### config.mk
export PLATFORM = sky130hd
export DESIGN_NAME = vend_multi_ctrl
export DESIGN_NICKNAME = d
export VERILOG_FILES = /design/src/rtl/vend_pkg.sv /design/src/rtl/vend_change_gen.sv /design/src/rtl/vend_multi_ctrl.sv
export SDC_FILE = /design/constraint.sdc
export NUM_CORES = 1
export LEC_CHECK = 0
export ABC_AREA = 0
export CAP_MARGIN = 20
export CORE_MARGIN = 3
export CORE_UTILIZATION = 55
export CTS_BUF_LIST = sky130_fd_sc_hd__clkbuf_8
export DETAILED_ROUTE_END_ITERATION = 7
export PLACE_DENSITY = 0.8
export SETUP_SLACK_MARGIN = 0.1
export SKIP_CTS_REPAIR_TIMING = 1
export SLEW_MARGIN = 20
export SYNTH_ARGS = -nofsm -noshare
export SYNTH_HDL_FRONTEND = slang
export SYNTH_HIERARCHICAL = 1
export SYNTH_SLANG_ARGS = --single-unit
### constraint.sdc
create_clock -name clk -period 3.55 [get_ports clk]
set_input_delay 0.71 -clock clk [delete_from_list [all_inputs] [get_ports clk]]
set_output_delay 0.71 -clock clk [all_outputs]
set_load 0.02 [all_outputs]
### src/rtl/vend_pkg.sv
// Shared types and helpers for the multi-product vending controller.
// Money is always counted in half-yuan units.
package vend_pkg;

    typedef enum logic [1:0] {
        IDLE    = 2'd0,
        COLLECT = 2'd1,
        CHANGE  = 2'd2
    } vend_state_e;

    localparam int COIN_05_VAL = 1;
    localparam int COIN_1_VAL  = 2;

    // Price vectors are zero-extended to 128 bits (8 products x 16 bits max).
    function automatic logic [15:0] price_at(input logic [127:0] vec,
                                             input int unsigned idx,
                                             input int unsigned w);
        logic [127:0] sh;
        logic [127:0] mask;
        sh   = vec >> (idx * w);
        mask = (128'd1 << w) - 128'd1;
        return 16'(sh & mask);
    endfunction

endpackage

### src/rtl/vend_change_gen.sv
// Change payout generator: picks the largest coin that fits the amount still
// owed, registers the coin pulse, and flags the last coin of the payout.
module vend_change_gen
    import vend_pkg::*;
#(
    parameter int CREDIT_W = 6
) (
    input  logic                clk,
    input  logic                reset,
    input  logic                active,
    input  logic [CREDIT_W-1:0] amount,
    output logic [CREDIT_W-1:0] step,
    output logic                last,
    output logic                change_1,
    output logic                change_05
);

    logic change_1_d, change_1_q;
    logic change_05_d, change_05_q;

    always_comb begin
        step        = '0;
        change_1_d  = 1'b0;
        change_05_d = 1'b0;
        if (active) begin
            if (amount >= CREDIT_W'(COIN_1_VAL)) begin
                step       = CREDIT_W'(COIN_1_VAL);
                change_1_d = 1'b1;
            end else if (amount != '0) begin
                step        = CREDIT_W'(COIN_05_VAL);
                change_05_d = 1'b1;
            end
        end
        last = active && (amount == step);
    end

    always_ff @(posedge clk or negedge reset) begin
        if (!reset) begin
            change_1_q  <= 1'b0;
            change_05_q <= 1'b0;
        end else begin
            change_1_q  <= change_1_d;
            change_05_q <= change_05_d;
        end
    end

    assign change_1  = change_1_q;
    assign change_05 = change_05_q;

endmodule

### src/rtl/vend_multi_ctrl.sv
// Multi-product vending controller: credit register, select/cancel priority and
// change payout. Define VEND_TIMEOUT_EN to auto-refund after TIMEOUT idle cycles.
//
// state   | meaning
// IDLE    | credit is zero
// COLLECT | credit > 0, accepting coins, select and cancel
// CHANGE  | paying out remaining credit one coin per cycle
module vend_multi_ctrl
    import vend_pkg::*;
#(
    parameter int                          N_PROD     = 2,
    parameter int                          CREDIT_W   = 6,
    parameter logic [N_PROD*CREDIT_W-1:0]  PRICE_VEC  = {6'd6, 6'd4},
    parameter int                          MAX_CREDIT = 20,
    parameter int                          TIMEOUT    = 1000,
    localparam int                         IDW        = (N_PROD > 1) ? $clog2(N_PROD) : 1
) (
    input  logic                clk,
    input  logic                reset,
    input  logic                coin_05,
    input  logic                coin_1,
    input  logic [N_PROD-1:0]   sel,
    input  logic                cancel,
    output logic                dispense,
    output logic [IDW-1:0]      dispense_id,
    output logic                change_05,
    output logic                change_1,
    output logic                coin_reject,
    output logic                deny,
    output logic                busy,
    output logic [CREDIT_W-1:0] credit
);

    localparam logic [127:0] PRICE_VEC_X = 128'(PRICE_VEC);

    vend_state_e         state_q, state_d;
    logic [CREDIT_W-1:0] credit_q, credit_d;
    logic                dispense_q, dispense_d;
    logic [IDW-1:0]      dispense_id_q, dispense_id_d;
    logic                coin_reject_q, coin_reject_d;
    logic                deny_q, deny_d;
    logic                busy_q, busy_d;

    logic                coin_any;
    logic                sel_any;
    logic [IDW-1:0]      sel_idx;
    logic [CREDIT_W-1:0] price;
    logic [CREDIT_W-1:0] coin_val;
    logic [CREDIT_W:0]   coin_sum;
    logic                coin_fits;
    logic                timeout_hit;
    logic                chg_active;
    logic [CREDIT_W-1:0] chg_step;
    logic                chg_last;

    always_comb begin
        sel_idx = '0;
        for (int i = N_PROD - 1; i >= 0; i--) begin
            if (sel[i]) sel_idx = IDW'(i);
        end
        sel_any   = |sel;
        price     = CREDIT_W'(price_at(PRICE_VEC_X, 32'(sel_idx), CREDIT_W));
        coin_any  = coin_05 | coin_1;
        coin_val  = (coin_05 ? CREDIT_W'(COIN_05_VAL) : '0) +
                    (coin_1  ? CREDIT_W'(COIN_1_VAL)  : '0);
        coin_sum  = {1'b0, credit_q} + {1'b0, coin_val};
        coin_fits = coin_sum <= (CREDIT_W+1)'(MAX_CREDIT);
    end

`ifdef VEND_TIMEOUT_EN
    localparam int TW = $clog2(TIMEOUT + 1);

    logic [TW-1:0] tmr_q, tmr_d;
    logic          activity;

    // Down-counter reloads on any activity or outside COLLECT; terminal count is 1.
    always_comb begin
        activity = coin_any | sel_any | cancel;
        tmr_d    = tmr_q;
        if (state_q != COLLECT || activity) begin
            tmr_d = TW'(TIMEOUT);
        end else if (tmr_q != '0) begin
            tmr_d = tmr_q - TW'(1);
        end
        timeout_hit = (state_q == COLLECT) && !activity && (tmr_q == TW'(1));
    end

    always_ff @(posedge clk or negedge reset) begin
        if (!reset) tmr_q <= TW'(TIMEOUT);
        else        tmr_q <= tmr_d;
    end
`else
    assign timeout_hit = 1'b0;
`endif

    assign chg_active = (state_q == CHANGE);

    vend_change_gen #(
        .CREDIT_W (CREDIT_W)
    ) u_change_gen (
        .clk       (clk),
        .reset     (reset),
        .active    (chg_active),
        .amount    (credit_q),
        .step      (chg_step),
        .last      (chg_last),
        .change_1  (change_1),
        .change_05 (change_05)
    );

    always_comb begin
        state_d       = state_q;
        credit_d      = credit_q;
        dispense_d    = 1'b0;
        dispense_id_d = '0;
        coin_reject_d = 1'b0;
        deny_d        = 1'b0;
        unique case (state_q)
            IDLE, COLLECT: begin
                if (state_q == COLLECT && (cancel || timeout_hit)) begin
                    state_d       = CHANGE;
                    coin_reject_d = coin_any;
                end else if (state_q == COLLECT && sel_any && credit_q >= price) begin
                    dispense_d    = 1'b1;
                    dispense_id_d = sel_idx;
                    credit_d      = credit_q - price;
                    state_d       = (credit_q == price) ? IDLE : CHANGE;
                    coin_reject_d = coin_any;
                end else begin
                    // A denied select does not block coins arriving with it.
                    deny_d = sel_any;
                    if (coin_any) begin
                        if (coin_fits) begin
                            credit_d = coin_sum[CREDIT_W-1:0];
                            state_d  = COLLECT;
                        end else begin
                            coin_reject_d = 1'b1;
                        end
                    end
                end
            end
            CHANGE: begin
                coin_reject_d = coin_any;
                credit_d      = credit_q - chg_step;
                if (chg_last) state_d = IDLE;
            end
            default: begin
                state_d  = IDLE;
                credit_d = '0;
            end
        endcase
        busy_d = (state_d == CHANGE);
    end

    always_ff @(posedge clk or negedge reset) begin
        if (!reset) begin
            state_q       <= IDLE;
            credit_q      <= '0;
            dispense_q    <= 1'b0;
            dispense_id_q <= '0;
            coin_reject_q <= 1'b0;
            deny_q        <= 1'b0;
            busy_q        <= 1'b0;
        end else begin
            state_q       <= state_d;
            credit_q      <= credit_d;
            dispense_q    <= dispense_d;
            dispense_id_q <= dispense_id_d;
            coin_reject_q <= coin_reject_d;
            deny_q        <= deny_d;
            busy_q        <= busy_d;
        end
    end

    assign credit      = credit_q;
    assign dispense    = dispense_q;
    assign dispense_id = dispense_id_q;
    assign coin_reject = coin_reject_q;
    assign deny        = deny_q;
    assign busy        = busy_q;

endmodule

-- Word-level counts from Yosys, hierarchy flattened
Index checks and enable logic that the tools add are counted.
- $mul: 1
- $lt $le $gt $ge: 3
- shifts and indexed selects: 1
- equal/unequal tests: 8
- add/subtract/negate cells: 4
- bitwise logic cells: 1
- reductions and logical operators: 9
- mux-type cells: 38
- operator list (operator ; number):
    $mux 6 ; 6
    $mux 1 ; 22
    $mux 2 ; 7
    $eq 6x6->1 ; 2
    $pmux 6 s2 ; 1
    $sub 6x6->6 ; 2
    $shr 9x4->6 const A ; 1
    $add 6x3->7 ; 1
    $le 7x5->1 const B ; 1
    $ge 6x2->1 const B ; 1
    $ge 6x6->1 ; 1
    $ne 3x3->1 const B ; 2
    $reduce_bool 6->1 ; 1
    $eq 2x2->1 const B ; 2
    $logic_and 1x1->1 ; 4
    $pmux 2 s2 ; 1
    $reduce_or 2->1 ; 2
    $add 1x2->3 ; 1
    $mul 1x2->3 const B ; 1
    $reduce_and 3->1 ; 1
    $eq 2x1->1 const B ; 1
    $logic_not 2->1 ; 1
    $ne 2x2->1 const B ; 1
    $pmux 1 s2 ; 1
    $or 1x1->1 ; 1
- register bits after elaboration: 15
- word-level logic and storage cells: 74

-- Depth between registers and ports, before layout
Gate-level depths: netlist of run 1.
- depth after elaboration: 10
- gate-level depth with buffers: 14

-- Cells and area by module
Netlist of run 1, hierarchy kept.
- modules (own cells, without submodules) (module ; times used ; cells an instance ; area each (µm²) ; seq. area each (µm²)):
    vend_multi_ctrl ; 1 ; 159 ; 1283.7 ; 325.3
    vend_change_gen ; 1 ; 15 ; 142.6 ; 50.0

-- Worst setup path before layout of run 1
OpenSTA, ideal clock, no wires.
- path type: in2reg
- from: input port coin_05
- to: register credit_q[4] (netlist: credit[4])
- required time: 3.430 ns
- data arrival time: 2.681 ns
- slack: 0.749 ns
- stages: 9
- path through: ha_1 -> inv_1 -> fa_1 -> and2_1 -> o22ai_1 -> a31oi_1 -> o31a_1 -> or4_1 -> o211a_1
- word-level cells in the longest chain between the ends: 8
- elaborated cells between the ends (all ways): 13
- classes of those cells: add/sub: 2; order compare: 1; eq/ne: 2; mux: 6; bitwise: 1; reduce/logical: 1
- ends and longest elaborated chain (what ; line ; source):
    start: declaration ; vend_multi_ctrl.sv:20 ; input logic coin_05,
    parallel branches: the longest is 8 deep, another holds $add 6x3->7 ; -- ;
    end signal: assignment ; vend_multi_ctrl.sv:166 ; credit_q <= credit_d;
    end: declaration ; vend_multi_ctrl.sv:37 ; logic [CREDIT_W-1:0] credit_q, credit_d;
Several ways; the timed one is not identified. The select of a mux whose other input is x is not followed.
A chain may end at the register's enable or synchronous reset.

-- Final worst setup path of run 1
Same ends and word-level chain as after synthesis.

==> results of run 1 <==
-- stage by stage --
step	hold WS [ns]	cell area [um2]	setup WS [ns]
CTS	0.683	1650	0.378
global route	0.723	1650	0.198
global placement	0.660	1610	0.167
finish	0.697	1650	0.348
floorplan	0.414	1440	0.749
detailed placement	0.663	1610	0.112
-- metal layers --
| layer | track usage | vias up | part of all wire | wire length (um) |
|---|---|---|---|---|
| li1 | - | 650 | - | - |
| met1 | 0.292 | 637 | 0.41 | 1450 |
| met2 | 0.370 | 78 | 0.47 | 1670 |
| met3 | 0.0644 | 6 | 0.10 | 353 |
| met4 | 0.0927 | 0 | 0.014 | 51 |
| met5 | 0 | - | 0 | 0 |
-- worst max-delay path, stage by stage --
cell,delay (ns)
clkdlybuf4s50_1,0.48
ha_1,0.17
inv_1,0.06
fa_1,0.47
and2_1,0.19
o22ai_1,0.11
a31oi_1,0.15
o31a_1,0.36
or4_1,0.51
o211a_1,0.14
-- layout make-up --
| type | instances | area share |
|---|---|---|
| Multi-Input combinational cell | 130 | 0.548 |
| Sequential cell | 15 | 0.227 |
| Timing Repair Buffer | 22 | 0.129 |
| Inverter | 21 | 0.0477 |
| Clock buffer | 3 | 0.0250 |
| Tap cell | 28 | 0.0212 |
| Clock inverter | 1 | 0.00303 |
-- cell usage after synthesis (all sizes together), types with 2 or more instances --
cell     number  area (um2)
dfrtp        15         375
nor3          6        35.0
o22ai         2        12.5
o211a         2        20.0
nand3         4        20.0
mux2          3        33.8
nand2b        4        25.0
nor3b         2        15.0
buf          10        73.8
or4           2        15.0
nand2        13        48.8
nor2         12        45.0
xnor2         2        17.5
inv          20        75.1
nor4          3        25.0
a21o          2        16.3
o2111ai       2        17.5
o21ai         7        35.0
nor2b         3        18.8
o31ai         2        15.0
mux2i         4        40.0
fa            2        40.0
and2          2        12.5
and3          3        20.0
ha            9         113
a31oi         5        31.3
a21oi        11        58.8
o31a          4        35.0
or3           2        12.5
-- path summary, 6_finish.rpt --
check	slack [ns]	end	startpoint	depth (start not counted)
worst min-delay path	0.70	credit[0]	credit[0]	2
min in group asynchronous	0.87	credit[0]	reset	1
worst max register to register	0.66	credit[5]	state_q[1]	11
max in group asynchronous	2.24	dispense_id	reset	1
worst min register to register	0.70	credit[0]	credit[0]	2
worst max-delay path	0.35	credit[4]	coin_05	10
-- power by group --
part	internal, mW	leakage [nW]	total [mW]	switching [mW]
registers	0.239	0.185	0.373	0.134
clock network	0.0781	0.0255	0.145	0.0671
logic	0.471	0.538	1.01	0.543
-- state kept, by name, indices dropped and copies added (netlist names) --
name and count:
dispense 1, coin_reject 1, state_q 2, u_change_gen/change_05 1
credit 6, u_change_gen/change_1 1, dispense_id 1, deny 1
busy 1
-- cells by family (layout without fill, tap and decap cells) --
family	Yosys count	after routing	share of synthesized area
other	1	4	0.00263
AO/OA/AOI/OAI	45	45	0.220
multiplexers	7	7	0.0518
XOR/XNOR	3	3	0.0184
AND/OR/NAND/NOR	60	60	0.227
buffers and inverters	32	47	0.110
adder cells (fa/ha/maj)	11	11	0.107
flip-flops	15	15	0.263
==> metrics, run 1 <==
drt via density 6.23; commonest non-fill, non-tap cells in the layout inv_1 (19), clkdlybuf4s50_1 (19), dfrtp_1 (15), nand2_1 (13), nor2_1 (12); largest net degree at the start of global routing 16; power density cells 926 mW/mm2; crit start category input port; initial antenna violation count 0; P_leak 0.749 nW; #FFs+latches synth 15; number of fill cells 188; sequential standard cell area 375 um2; Max clock buf depth 2; IO Pins 20; filler-free cell count of the finished design 220; CTS tree built; multi-input logic area 906 um2; Worst Path Required 3.70 ns; Min-Delay Path Class reg2reg; number of diodes 0; Peak supply drop 0.000609 V; outcome finished, final reports clean; vias in the first global route 1342; drc violations 0; Final period util 0.902; Mapped Area 0.00143 mm2; f_max 312 MHz; CP arrival 3.35 ns; sequential area share after synthesis 0.263; routed wire length 3520 um; DRT antenna net count 0; Reg clk slew, reported paths 0.06 ns; average wire per standard cell 16.0 um; library cells used by synthesis 55; via count 1371; Sink Count 15; total power 1.53 mW; Initial DRT Pass Iterations 4; later-pin clock latency in the skew report 0.26 ns; Crit. End Element flip-flop; Rows 17; Slew Limit Fails 0; H-tree Lvls 1; initial core utilization 0.610; GP Congestion 0.924; synthesis-to-layout area growth 16.0%; nets 211; core area 0.00234 mm2; unrepaired setup endpoints after global routing no; CP max FO 8; CTS buffer count 3; synthesized instance count 174; ys flop type dfrtp_1; GRT Total Usage 0.231; final setup violation count 0; first-pass GRT wire length 5860 um; Syn Area/Cell 8.20 um2; 1st-iter DRT viols 87; Max-Cap Viols 0; Buffers on Ports 19; Chip Height 56.9 um; Slew headroom 0.538; Ys Warns 6; Worst Setup Path Type in2reg; Die ar. 0.00324 mm2; Synth async-reset ratio 1.00; Worst Max-Slew Pin Slew 0.691 ns; Post-synth EDFFs 0; setup TNS 0 ns; Post-DP HPWL 2680 um; Chip Width 56.9 um; Setup Skew 0.00404 ns; minimum clock period 3.20 ns; Post-Place Cells 216; GR Overflow Total 0; Root Driver clkbuf_8; Fin. Hold Viols 0; Final Util 0.707; share of post-route cells with drive strength above 1 0.0885
(Power assumes the default switching activity.)
==> inputs of run 2 (changes only) <==
--- a/config.mk
+++ b/config.mk
@@ -6,12 +6,13 @@
 export NUM_CORES = 1
 export LEC_CHECK = 0
 export ABC_AREA = 0
+export ABC_CLOCK_PERIOD_IN_PS = 3000
 export CAP_MARGIN = 20
 export CORE_MARGIN = 3
-export CORE_UTILIZATION = 55
+export CORE_UTILIZATION = 45
 export CTS_BUF_LIST = sky130_fd_sc_hd__clkbuf_8
 export DETAILED_ROUTE_END_ITERATION = 7
-export PLACE_DENSITY = 0.8
+export PLACE_DENSITY = 0.68
 export SETUP_SLACK_MARGIN = 0.1
 export SKIP_CTS_REPAIR_TIMING = 1
 export SLEW_MARGIN = 20
==> constraint.sdc (replaced) <==
create_clock -name clk -period 3 [get_ports clk]
set_input_delay 0.6 -clock clk [delete_from_list [all_inputs] [get_ports clk]]
set_output_delay 0.6 -clock clk [all_outputs]
set_load 0.02 [all_outputs]
==> run 2 against run 1 <==
Design area is 11% higher. Clock skew fell by 0.0019 ns. Cell count is 13% higher. Non-clock buffer count is 15 higher. Clock power up 14%. Critical path depth fell by 1. Sequential power decreased by 13%. Die area up 20%. Combinational power rose by 50%.
==> metrics, run 2 (synthesized netlist as in run 1, its figures left out) <==
outcome finished, final reports clean; nets 226; Worst Path Required 3.14 ns; CTS tree built; Die ar. 0.00388 mm2; commonest non-fill, non-tap cells in the layout inv_1 (19), clkdlybuf4s50_1 (18), buf_4 (18), dfrtp_1 (15), nand2_1 (13); Slew headroom 0.534; drc violations 0; later-pin clock latency in the skew report 0.25 ns; CP max FO 5; total power 2.02 mW; Max-Cap Viols 0; r2r startpoint state_q[0]; IO Pins 20; CTS buffer count 3; Finished Cell Area 0.00184 mm2; final setup violation count 0; Crit. End Element flip-flop; initial antenna violation count 0; crit start category input port; Post-DP HPWL 3000 um; worst min-delay path startpoint credit[1]; via count 1419; Min-Delay Path Class reg2reg; number of diodes 0; Post-Place Cells 244; 1st-iter DRT viols 92; filler-free cell count of the finished design 249; unrepaired setup endpoints after global routing yes; Chip Height 62.3 um; Root Driver clkbuf_8; Fin. Hold Viols 0; worst hold slack 0.625 ns; Peak supply drop 0.000500 V; Max clock buf depth 2; Setup Skew 0.00212 ns; GRT Total Usage 0.204; Sink Count 15; critical path launch point coin_1; Post-Place Setup Slack -0.234 ns; Chip Width 62.3 um; f_max 348 MHz; minimum clock period 2.88 ns; max reg flops 6; multi-input logic area 955 um2; Worst Max-Slew Pin Slew 0.697 ns; P_leak 0.838 nW; Worst Setup Path Type in2reg; routed wire length 3970 um; average wire per standard cell 15.9 um; placed cell area 0.00173 mm2; Rows 19; synthesis-to-layout area growth 28.7%; GP Congestion 0.843; vias in the first global route 1335; share of post-route cells with drive strength above 1 0.198; DRT antenna net count 0; GR Overflow Total 0; Final period util 0.959; initial core utilization 0.496; Initial DRT Pass Iterations 4; setup TNS 0 ns; number of fill cells 265; first-pass GRT wire length 6380 um; Reg clk slew, reported paths 0.06 ns; largest net degree at the start of global routing 16; Buffers on Ports 19; sequential standard cell area 375 um2; CP arrival 3.02 ns; commonest non-fill, non-tap cell in the layout inv_1; Final Util 0.638; power density cells 1100 mW/mm2; drt via density 5.70; core area 0.00288 mm2; H-tree Lvls 1; final worst setup slack 0.123 ns; Slew Limit Fails 0
run 2: changes by cell type in the layout (fill, tap and decap cells not counted), sizes merged:
cell	change
buf	+15
clkdlybuf4s50	-1
dlymetal6s2s	+1
run 2: path summary, 6_finish.rpt:
kind	cells after the start	slack, ns	to
worst max-delay path	9	0.12	credit[4]
worst min-delay path	2	0.62	credit[1]
worst max register to register	13	0.26	credit[4]
worst min register to register	2	0.62	credit[1]
max in group asynchronous	1	1.79	state_q[0]
min in group asynchronous	1	0.77	deny
run 2: cell type report:
class / instances / area share
Sequential cell: 15 / 0.204
Inverter: 21 / 0.0429
Multi-Input combinational cell: 130 / 0.520
Clock inverter: 1 / 0.00273
Tap cell: 42 / 0.0286
Clock buffer: 3 / 0.0225
Timing Repair Buffer: 37 / 0.179
run 2: critical path, stage by stage:
cell             delay, ns
clkdlybuf4s50_1       0.42
buf_4                 0.15
ha_1                  0.29
a21o_4                0.25
mux2i_2               0.19
a21oi_2               0.11
o31a_1                0.35
or4_1                 0.52
o211a_1               0.14
run 2: report_power, final:
part           switching (mW)  internal, mW  total (mW)
combinational           0.837         0.687        1.52
clock                  0.0741        0.0921       0.166
sequential             0.0413         0.285       0.326
total                   0.952          1.06        2.02
run 2: layer usage:
layer  global-route usage  wire (um)
met1                0.257       1660
met2                0.344       1960
met3               0.0486        276
met4               0.0661         70
met5                    0          0
==> inputs of run 3 (changes only) <==
--- a/config.mk
+++ b/config.mk
@@ -5,7 +5,6 @@
 export SDC_FILE = /design/constraint.sdc
 export NUM_CORES = 1
 export LEC_CHECK = 0
-export ABC_AREA = 0
 export ABC_CLOCK_PERIOD_IN_PS = 3000
 export CAP_MARGIN = 20
 export CORE_MARGIN = 3
==> results of run 3 <==
The final DEF is identical to that of run 2; final timing and power are the same.
